==> config.mk <==
export PLATFORM = sky130hd
export DESIGN_NAME = cdb_arbiter_flat
export DESIGN_NICKNAME = d
export VERILOG_FILES = /design/src/rtl/cdb_arbiter_if.sv /design/src/rtl/cdb_arbiter.sv /design/src/flat_wrapper.sv
export SDC_FILE = /design/constraint.sdc
export NUM_CORES = 1
export LEC_CHECK = 0
export CAP_MARGIN = 20
export CORE_ASPECT_RATIO = 1.2
export CORE_MARGIN = 2
export CORE_UTILIZATION = 40
export DETAILED_ROUTE_END_ITERATION = 8
export HOLD_SLACK_MARGIN = 0.03
export PLACE_DENSITY = 0.62
export SLEW_MARGIN = 10
export SYNTH_ARGS = -nofsm -noshare
export SYNTH_HDL_FRONTEND = slang
export SYNTH_SLANG_ARGS = --single-unit
export TNS_END_PERCENT = 50
==> constraint.sdc <==
create_clock -name clk_in -period 4.6 [get_ports clk_in]
set_input_delay 0.69 -clock clk_in [delete_from_list [all_inputs] [get_ports clk_in]]
set_output_delay 0.69 -clock clk_in [all_outputs]
set_load 0.05 [all_outputs]
==> src/rtl/cdb_arbiter_if.sv <==
// Producer/CDB signal bundle for cdb_arbiter: two result sources in (valid/ready), one registered broadcast out.
// slave = arbiter side, master = producer/consumer side.
interface cdb_arbiter_if #(
    parameter int ROB_ID_WIDTH = 4,
    parameter int DATA_WIDTH   = 32
);
    logic                    alu_valid;
    logic [ROB_ID_WIDTH-1:0] alu_rob_id;
    logic [DATA_WIDTH-1:0]   alu_data;
    logic                    alu_ready;
    logic                    lsu_valid;
    logic [ROB_ID_WIDTH-1:0] lsu_rob_id;
    logic [DATA_WIDTH-1:0]   lsu_data;
    logic                    lsu_ready;
    logic                    cdb_valid;
    logic [ROB_ID_WIDTH-1:0] cdb_rob_id;
    logic [DATA_WIDTH-1:0]   cdb_data;
    logic                    cdb_src;

    modport slave (
        input  alu_valid, alu_rob_id, alu_data, lsu_valid, lsu_rob_id, lsu_data,
        output alu_ready, lsu_ready, cdb_valid, cdb_rob_id, cdb_data, cdb_src
    );

    modport master (
        output alu_valid, alu_rob_id, alu_data, lsu_valid, lsu_rob_id, lsu_data,
        input  alu_ready, lsu_ready, cdb_valid, cdb_rob_id, cdb_data, cdb_src
    );
endinterface

==> src/rtl/cdb_arbiter.sv <==
// Round-robin CDB arbiter over per-source result FIFOs; accepted result broadcasts after edge E+1 at the earliest.
// Ready = FIFO not full (registered counts only); optional counters under `ifdef CDB_ARB_STATS_EN.
module cdb_arbiter #(
    parameter int ROB_ID_WIDTH = 4,
    parameter int DATA_WIDTH   = 32,
    parameter int FIFO_DEPTH   = 2
) (
    input  logic          clk_in,
    input  logic          rst_in,
    input  logic          rdy_in,
    input  logic          rollback_flag_from_rob,
    cdb_arbiter_if.slave  bus
`ifdef CDB_ARB_STATS_EN
    ,
    output logic [31:0]   stat_conflict_cnt,
    output logic [31:0]   stat_stall_cnt
`endif
);
    localparam int PTR_W = $clog2(FIFO_DEPTH);
    localparam int CNT_W = $clog2(FIFO_DEPTH + 1);

    typedef struct packed {
        logic [ROB_ID_WIDTH-1:0] rob_id;
        logic [DATA_WIDTH-1:0]   data;
    } res_t;

    // Index 0 is the ALU source, index 1 the LSU source.
    res_t             mem_q   [2][FIFO_DEPTH];
    logic [PTR_W-1:0] wptr_q  [2];
    logic [PTR_W-1:0] wptr_d  [2];
    logic [PTR_W-1:0] rptr_q  [2];
    logic [PTR_W-1:0] rptr_d  [2];
    logic [CNT_W-1:0] cnt_q   [2];
    logic [CNT_W-1:0] cnt_d   [2];
    res_t             in_dat  [2];

    logic       last_q, last_d;
    logic       cdb_vld_q, cdb_vld_d;
    res_t       cdb_dat_q, cdb_dat_d;
    logic       cdb_src_q, cdb_src_d;
    logic [1:0] in_vld, full, nonempty, push, pop;
    logic       flush, grant_any, grant_src;

    assign flush     = rst_in | rollback_flag_from_rob;
    assign in_vld    = {bus.lsu_valid, bus.alu_valid};
    assign in_dat[0] = {bus.alu_rob_id, bus.alu_data};
    assign in_dat[1] = {bus.lsu_rob_id, bus.lsu_data};

    assign bus.alu_ready  = ~full[0];
    assign bus.lsu_ready  = ~full[1];
    assign bus.cdb_valid  = cdb_vld_q;
    assign bus.cdb_rob_id = cdb_dat_q.rob_id;
    assign bus.cdb_data   = cdb_dat_q.data;
    assign bus.cdb_src    = cdb_src_q;

    // On conflict the source that did not win last time gets the bus.
    assign grant_any = |nonempty;
    assign grant_src = (&nonempty) ? ~last_q : nonempty[1];

    always_comb begin
        for (int s = 0; s < 2; s++) begin
            full[s]     = (cnt_q[s] == CNT_W'(FIFO_DEPTH));
            nonempty[s] = (cnt_q[s] != '0);
            push[s]     = rdy_in & in_vld[s] & ~full[s];
            pop[s]      = rdy_in & grant_any & (grant_src == 1'(s));
            wptr_d[s]   = wptr_q[s] + PTR_W'(push[s]);
            rptr_d[s]   = rptr_q[s] + PTR_W'(pop[s]);
            cnt_d[s]    = cnt_q[s] + CNT_W'(push[s]) - CNT_W'(pop[s]);
        end
        cdb_vld_d = cdb_vld_q;
        cdb_dat_d = cdb_dat_q;
        cdb_src_d = cdb_src_q;
        last_d    = last_q;
        if (rdy_in) begin
            cdb_vld_d = grant_any;
            if (grant_any) begin
                cdb_dat_d = mem_q[grant_src][rptr_q[grant_src]];
                cdb_src_d = grant_src;
                last_d    = grant_src;
            end
        end
    end

    always_ff @(posedge clk_in) begin
        if (flush) begin
            for (int s = 0; s < 2; s++) begin
                wptr_q[s] <= '0;
                rptr_q[s] <= '0;
                cnt_q[s]  <= '0;
            end
            last_q    <= 1'b1;
            cdb_vld_q <= 1'b0;
            cdb_dat_q <= '0;
            cdb_src_q <= 1'b0;
        end else begin
            for (int s = 0; s < 2; s++) begin
                wptr_q[s] <= wptr_d[s];
                rptr_q[s] <= rptr_d[s];
                cnt_q[s]  <= cnt_d[s];
            end
            last_q    <= last_d;
            cdb_vld_q <= cdb_vld_d;
            cdb_dat_q <= cdb_dat_d;
            cdb_src_q <= cdb_src_d;
        end
    end

    // Storage needs no reset: counts and pointers alone define occupancy.
    always_ff @(posedge clk_in) begin
        if (!flush) begin
            for (int s = 0; s < 2; s++) begin
                if (push[s]) begin
                    mem_q[s][wptr_q[s]] <= in_dat[s];
                end
            end
        end
    end

`ifdef CDB_ARB_STATS_EN
    logic [31:0] conflict_q, stall_q;

    assign stat_conflict_cnt = conflict_q;
    assign stat_stall_cnt    = stall_q;

    // Rollback deliberately leaves these alone; only rst_in clears them.
    always_ff @(posedge clk_in) begin
        if (rst_in) begin
            conflict_q <= '0;
            stall_q    <= '0;
        end else if (rdy_in) begin
            if ((&nonempty) && (conflict_q != 32'hFFFF_FFFF)) begin
                conflict_q <= conflict_q + 32'd1;
            end
            if (((in_vld & full) != 2'b00) && (stall_q != 32'hFFFF_FFFF)) begin
                stall_q <= stall_q + 32'd1;
            end
        end
    end
`endif
endmodule
==> src/flat_wrapper.sv <==
// flat-port wrapper written by rule: the top's interface ports become plain ports
module cdb_arbiter_flat 
#(
    parameter int ROB_ID_WIDTH = 4,
    parameter int DATA_WIDTH   = 32,
    parameter int FIFO_DEPTH   = 2
)
  (clk_in, rst_in, rdy_in, rollback_flag_from_rob, bus_alu_valid, bus_alu_rob_id, bus_alu_data, bus_lsu_valid, bus_lsu_rob_id, bus_lsu_data, bus_alu_ready, bus_lsu_ready, bus_cdb_valid, bus_cdb_rob_id, bus_cdb_data, bus_cdb_src);
  cdb_arbiter_if #(.ROB_ID_WIDTH(ROB_ID_WIDTH), .DATA_WIDTH(DATA_WIDTH)) bus_i ();
  input  logic clk_in;
  input  logic rst_in;
  input  logic rdy_in;
  input  logic rollback_flag_from_rob;
  input wire logic [$bits(bus_i.alu_valid)-1:0] bus_alu_valid;
  input wire logic [$bits(bus_i.alu_rob_id)-1:0] bus_alu_rob_id;
  input wire logic [$bits(bus_i.alu_data)-1:0] bus_alu_data;
  input wire logic [$bits(bus_i.lsu_valid)-1:0] bus_lsu_valid;
  input wire logic [$bits(bus_i.lsu_rob_id)-1:0] bus_lsu_rob_id;
  input wire logic [$bits(bus_i.lsu_data)-1:0] bus_lsu_data;
  output wire logic [$bits(bus_i.alu_ready)-1:0] bus_alu_ready;
  output wire logic [$bits(bus_i.lsu_ready)-1:0] bus_lsu_ready;
  output wire logic [$bits(bus_i.cdb_valid)-1:0] bus_cdb_valid;
  output wire logic [$bits(bus_i.cdb_rob_id)-1:0] bus_cdb_rob_id;
  output wire logic [$bits(bus_i.cdb_data)-1:0] bus_cdb_data;
  output wire logic [$bits(bus_i.cdb_src)-1:0] bus_cdb_src;
  assign bus_i.alu_valid = bus_alu_valid;
  assign bus_i.alu_rob_id = bus_alu_rob_id;
  assign bus_i.alu_data = bus_alu_data;
  assign bus_i.lsu_valid = bus_lsu_valid;
  assign bus_i.lsu_rob_id = bus_lsu_rob_id;
  assign bus_i.lsu_data = bus_lsu_data;
  assign bus_alu_ready = bus_i.alu_ready;
  assign bus_lsu_ready = bus_i.lsu_ready;
  assign bus_cdb_valid = bus_i.cdb_valid;
  assign bus_cdb_rob_id = bus_i.cdb_rob_id;
  assign bus_cdb_data = bus_i.cdb_data;
  assign bus_cdb_src = bus_i.cdb_src;
  cdb_arbiter #(.ROB_ID_WIDTH(ROB_ID_WIDTH), .DATA_WIDTH(DATA_WIDTH), .FIFO_DEPTH(FIFO_DEPTH)) u_core (.clk_in(clk_in), .rst_in(rst_in), .rdy_in(rdy_in), .rollback_flag_from_rob(rollback_flag_from_rob), .bus(bus_i));
endmodule
==> results of run 1 <==
-- logic make-up after synthesis --
kind of cell             count (synthesis)  share of synthesized area (%)
flip-flops                             191                           72.7
AO/OA/AOI/OAI                           79                           5.68
AND/OR/NAND/NOR                        100                           6.99
buffers and inverters                   40                           2.57
multiplexers                            72                           10.6
XOR/XNOR                                 7                          0.846
adder cells (fa/ha/maj)                  4                          0.691
-- cells in the final DEF, fill, tap and decap left out, types with 4 or more instances in the layout --
master,n
mux2_2,36
ha_1,4
o21ai_0,36
xnor2_1,4
mux2i_1,36
nand2_1,4
clkbuf_16,17
o21ai_1,37
clkdlybuf4s50_1,117
nor2_1,6
inv_1,5
edfxtp_1,144
nand3_1,73
dfxtp_1,45
a21oi_1,4
-- power breakdown --
part / internal (mW) / leakage, nW / switching [mW]
Clock: 0.828 / 0.278 / 0.596
Sequential: 1.88 / 1.68 / 0.0200
Combinational: 0.126 / 0.977 / 0.160
Total: 2.83 / 2.94 / 0.776
-- sequential cells by signal (all words and copies together), names as in the netlist --
name and count:
u_core.bus.cdb_data 32, u_core.bus.cdb_rob_id 4, u_core.bus.cdb_src 1, u_core.bus.cdb_valid 1, u_core.cnt_q 4, u_core.last_q 1, u_core.mem_q 144, u_core.rptr_q 2
u_core.wptr_q 2
-- through the flow --
step / hold WS [ns] / setup WS (ns) / power (mW) / std cells
global route: 0.489 / 1.65 / 3.74 / 832
detailed placement: 0.456 / 1.33 / 2.22 / 798
finish: 0.460 / 1.74 / 3.61 / 832
CTS: 0.464 / 1.78 / 3.64 / 830
global placement: 0.453 / 1.35 / 2.22 / 798
floorplan: 0.434 / 1.36 / 2.09 / 493
-- layer usage --
layer	track usage, %	part of all wire, %	up-vias
met5	0	0	-
met4	6.04	1.0	0
met3	4.85	4.7	6
met2	28.9	53	106
met1	18.4	42	2093
li1	-	-	2057
-- path summary, 6_finish.rpt --
check                        endpoint  slack (ns)  depth (start not counted)
min reg2reg  u_core.bus.cdb_rob_id[1]        0.46                          2
max reg2reg        u_core.cnt_q[0][1]        1.97                          9
min          u_core.bus.cdb_rob_id[1]        0.46                          2
max               u_core.mem_q[1][11]        1.74                          4
-- worst max-delay path, cell delays in order --
cell             delay [ns]
clkdlybuf4s50_1        0.45
nor2_4                 0.55
buf_4                  0.34
and3_2                 0.82
-- area by class of cell --
cell class / instances / share of cell area [%]
repair buffers: 122 / 13.5
well taps: 220 / 2.99
clock buffers: 22 / 5.04
clock inverters: 10 / 1.21
flip-flops and latches: 191 / 57.2
multi-input cells: 262 / 19.9
inverters: 5 / 0.204
==> impl_metrics.env, run 1 <==
export IMPL_outcome="finished, final reports clean"
export IMPL_fin_setup_tns_ns=0
export IMPL_yosysSeqAreaShare_pct=72.7
export IMPL_overflow=0
export IMPL_worstPathArrival_ns=2.90
export IMPL_drt_iter0_drc=246
export IMPL_seq_area_um2=5270
export IMPL_peakVddDrop_mv=0.256
export IMPL_critPathLaunchType="input port"
export IMPL_hold_path_class="reg2reg"
export IMPL_grt_total_usage_pct=16.2
export IMPL_skew_ns=0.0115
export IMPL_antennaDiodeCount=0
export IMPL_clkSinkCount=191
export IMPL_wl_per_cell_um=18.2
export IMPL_rows=53
export IMPL_min_from="u_core.bus.cdb_rob_id[1]"
export IMPL_finalCritPeriodShare_pct=62.1
export IMPL_finalHoldViolCount=0
export IMPL_end_kind="flip-flop"
export IMPL_startpoint="rollback_flag_from_rob"
export IMPL_layout_min_cycle_time_ns=2.86
export IMPL_finish_utilization_pct=52.2
export IMPL_numCtsBuffers=17
export IMPL_tritoncts="yes"
export IMPL_synthArstFlopShare_pct=0
export IMPL_setup_violations=0
export IMPL_drc=0
export IMPL_clock_path_buffers=2
export IMPL_synthesis_nets=575
export IMPL_synth_top_cell_area_share_pct=59.7
export IMPL_clock_fmax_mhz=350
export IMPL_synth_common_cells="144 x edfxtp_1, 73 x nand3_1, 47 x dfxtp_1"
export IMPL_critPathMaxFanout=36
export IMPL_fillers=1486
export IMPL_syn_area_um2=7250
export IMPL_port_buffers=117
export IMPL_vias=4262
export IMPL_ios=118
export IMPL_insertion_delay_ns=0.43
export IMPL_chipWidth_um=127
export IMPL_ys_ff_latch=191
export IMPL_synth_top_cells_by_area="edfxtp_1 60%, dfxtp_1 13%, mux2_2 5.6%"
export IMPL_clkTransAtPathRegs_ns=0.06
export IMPL_required_ns=4.64
export IMPL_syn_area_per_cell_um2=14.7
export IMPL_cts_root_buf="clkbuf_16"
export IMPL_antenna_left=0
export IMPL_drive_above_1_share_pct=13.2
export IMPL_routed_via_density=5.12
export IMPL_grt_max_degree=40
export IMPL_drv_cap=0
export IMPL_hpwl_um=9790
export IMPL_post_cts_setup_buffer_count=0
export IMPL_dr_pass1_iters=4
export IMPL_synth_edf_count=144
export IMPL_synth_flop_cell="edfxtp_1"
export IMPL_power_per_cell_area_nw_per_um2=392
export IMPL_die_height_um=151
export IMPL_initial_core_util_pct=41.1
export IMPL_antenna_found_initial=0
export IMPL_multi_input_area_um2=1830
export IMPL_routed_wl_um=15100
export IMPL_die_area_um2=19200
export IMPL_maxSlewHeadroom_pct=26.4
export IMPL_area_growth_syn_to_layout_pct=27.1
export IMPL_cts_resized=0
export IMPL_gp_congestion=0.710
export IMPL_cellLeakagePower_nw=2.94
export IMPL_synth_area_leader_cell="edfxtp_1"
export IMPL_yosysWarnings=0
export IMPL_worstReg2RegStart="u_core.cnt_q[0][1]"
export IMPL_grt_pass1_wl_um=23300
export IMPL_final_area_um2=9210
export IMPL_core_area_um2=17600
export IMPL_crit_type="in2reg"
export IMPL_ctsHoldBuffers=0
export IMPL_synthCells=493
export IMPL_rsz0062_at_grt="false"
export IMPL_yosysMostFrequentCell="edfxtp_1"
export IMPL_finalNetCount=681
export IMPL_synthDistinctLibCells=28
export IMPL_worst_pin_slew_ns=1.10
export IMPL_h_tree_depth=4
export IMPL_placed_area_um2=8590
export IMPL_maxSlewViolCount=0
export IMPL_grt_pass1_vias=4481
(Power assumes the default switching activity.)
==> run 2: changes to the inputs <==
==> constraint.sdc (replaced) <==
create_clock -name clk_in -period 2.7 [get_ports clk_in]
set_input_delay 0.405 -clock clk_in [delete_from_list [all_inputs] [get_ports clk_in]]
set_output_delay 0.405 -clock clk_in [all_outputs]
set_load 0.05 [all_outputs]
==> impl_metrics.env, run 2 (same netlist as run 1, synthesis figures left out) <==
export IMPL_outcome="finished, final reports clean"
export IMPL_clkSinkCount=191
export IMPL_power_per_cell_area_nw_per_um2=644
export IMPL_drt_iter0_drc=308
export IMPL_route_met3_wl_um=659
export IMPL_p_int_mw=4.60
export IMPL_sequentialPowerShare_pct=54.1
export IMPL_core_area_um2=17600
export IMPL_cellLeakagePower_nw=2.97
export IMPL_grt_pass1_wl_um=24000
export IMPL_finalNetCount=694
export IMPL_critPathLaunchType="flip-flop"
export IMPL_worst_pin_slew_ns=0.760
export IMPL_dr_pass1_iters=4
export IMPL_required_ns=2.30
export IMPL_hpwl_um=10500
export IMPL_cts_resized=0
export IMPL_pwr_share_clk_pct=37.4
export IMPL_finalCritPeriodShare_pct=86.0
export IMPL_layout_min_cycle_time_ns=2.32
export IMPL_rows=53
export IMPL_drv_cap=0
export IMPL_clock_path_buffers=2
export IMPL_routed_via_density=5.15
export IMPL_fin_setup_tns_ns=0
export IMPL_finish_utilization_pct=52.6
export IMPL_ctsHoldBuffers=0
export IMPL_wl_met2_um=8590
export IMPL_crit_type="reg2out"
export IMPL_vias=4353
export IMPL_final_cell_mix="144 x edfxtp_1, 117 x clkdlybuf4s50_1, 73 x nand3_1"
export IMPL_finalHoldViolCount=0
export IMPL_critPathMaxFanout=4
export IMPL_fillers=1508
export IMPL_h_tree_depth=4
export IMPL_tritoncts="yes"
export IMPL_antenna_left=0
export IMPL_initial_core_util_pct=41.1
export IMPL_grt_max_degree=39
export IMPL_post_cts_setup_buffer_count=0
export IMPL_maxSlewHeadroom_pct=49.4
export IMPL_numCtsBuffers=17
export IMPL_drc=0
export IMPL_area_growth_syn_to_layout_pct=28.0
export IMPL_worstPathArrival_ns=1.92
export IMPL_largest_reg_flops=144
export IMPL_clkTransAtPathRegs_ns=0.06
export IMPL_maxSlewViolCount=0
export IMPL_die_height_um=151
export IMPL_skew_ns=0.0135
export IMPL_clock_fmax_mhz=431
export IMPL_rsz0062_at_grt="false"
export IMPL_ios=118
export IMPL_drive_above_1_share_pct=14.9
export IMPL_r2r_setup_slack_ns=0.43
export IMPL_power_switching_mw=1.37
export IMPL_insertion_delay_ns=0.43
export IMPL_wl_per_cell_um=18.8
export IMPL_fin_ws_ns=0.379
export IMPL_p_sw_share_pct=22.9
export IMPL_final_common_cell="edfxtp_1"
export IMPL_grt_total_usage_pct=16.9
export IMPL_port_buffers=117
export IMPL_top_layer_used="met4"
export IMPL_cts_root_buf="clkbuf_16"
export IMPL_antennaDiodeCount=0
export IMPL_post_place_ws_ns=0.368
export IMPL_setup_violations=0
export IMPL_overflow=0
export IMPL_grt_pass1_vias=4452
export IMPL_end_kind="output pin"
export IMPL_m1WireLength_um=6450
export IMPL_gp_congestion=0.745
export IMPL_antenna_found_initial=0
export IMPL_routed_wl_um=15900
export IMPL_die_area_um2=19200
export IMPL_chipWidth_um=127
export IMPL_pwr_share_comb_pct=8.5
export IMPL_peakVddDrop_mv=0.421
export IMPL_hold_path_class="reg2reg"
## run 2: power groups by stage
stage          registers, mW  clock network, mW  logic, mW
2_1_floorplan           3.34                  0      0.216
3_3_place_gp            3.29                  0      0.502
3_5_place_dp            3.30                  0      0.512
4_1_cts                 3.23               2.28      0.514
5_1_grt                 3.23               2.40      0.545
6_report                3.23               2.23      0.505
## run 2: critical path, stage by stage (launching register included)
cell,delay (ns)
dfxtp_1,0.44
nand2b_1,0.22
clkdlybuf4s50_1,0.83
## run 2: cell type report
cell class	instances	area, um2	share of cell area, %
clock buffers	19	433	4.67
clock inverters	13	92.6	0.998
inverters	5	18.8	0.202
multi-input cells	262	1830	19.7
flip-flops and latches	191	5270	56.8
well taps	220	275	2.97
repair buffers	135	1360	14.6
## run 2: metrics by stage
step	power (mW)	cells	area (um2)	hold slack, ns
2_1_floorplan	3.55	493	7250	0.434
3_3_place_gp	3.80	813	8750	0.448
3_5_place_dp	3.81	813	8750	0.454
4_1_cts	6.03	845	9280	0.464
5_1_grt	6.18	845	9280	0.484
6_report	5.97	845	9280	0.458
## run 2: worst paths after layout
path	depth (start not counted)	to	from
worst max-delay path	2	bus_alu_ready	u_core.cnt_q[0][0]
worst min-delay path	2	u_core.bus.cdb_data[3]	u_core.bus.cdb_data[3]
worst max register to register	10	u_core.cnt_q[0][3]	u_core.cnt_q[0][3]
worst min register to register	2	u_core.bus.cdb_data[3]	u_core.bus.cdb_data[3]
## run 2: metal layers
| metal | track usage [%] | vias up |
|---|---|---|
| li1 | - | 2090 |
| met5 | 0 | - |
| met3 | 4.14 | 15 |
| met2 | 31.0 | 116 |
| met4 | 5.66 | 0 |
| met1 | 19.3 | 2132 |
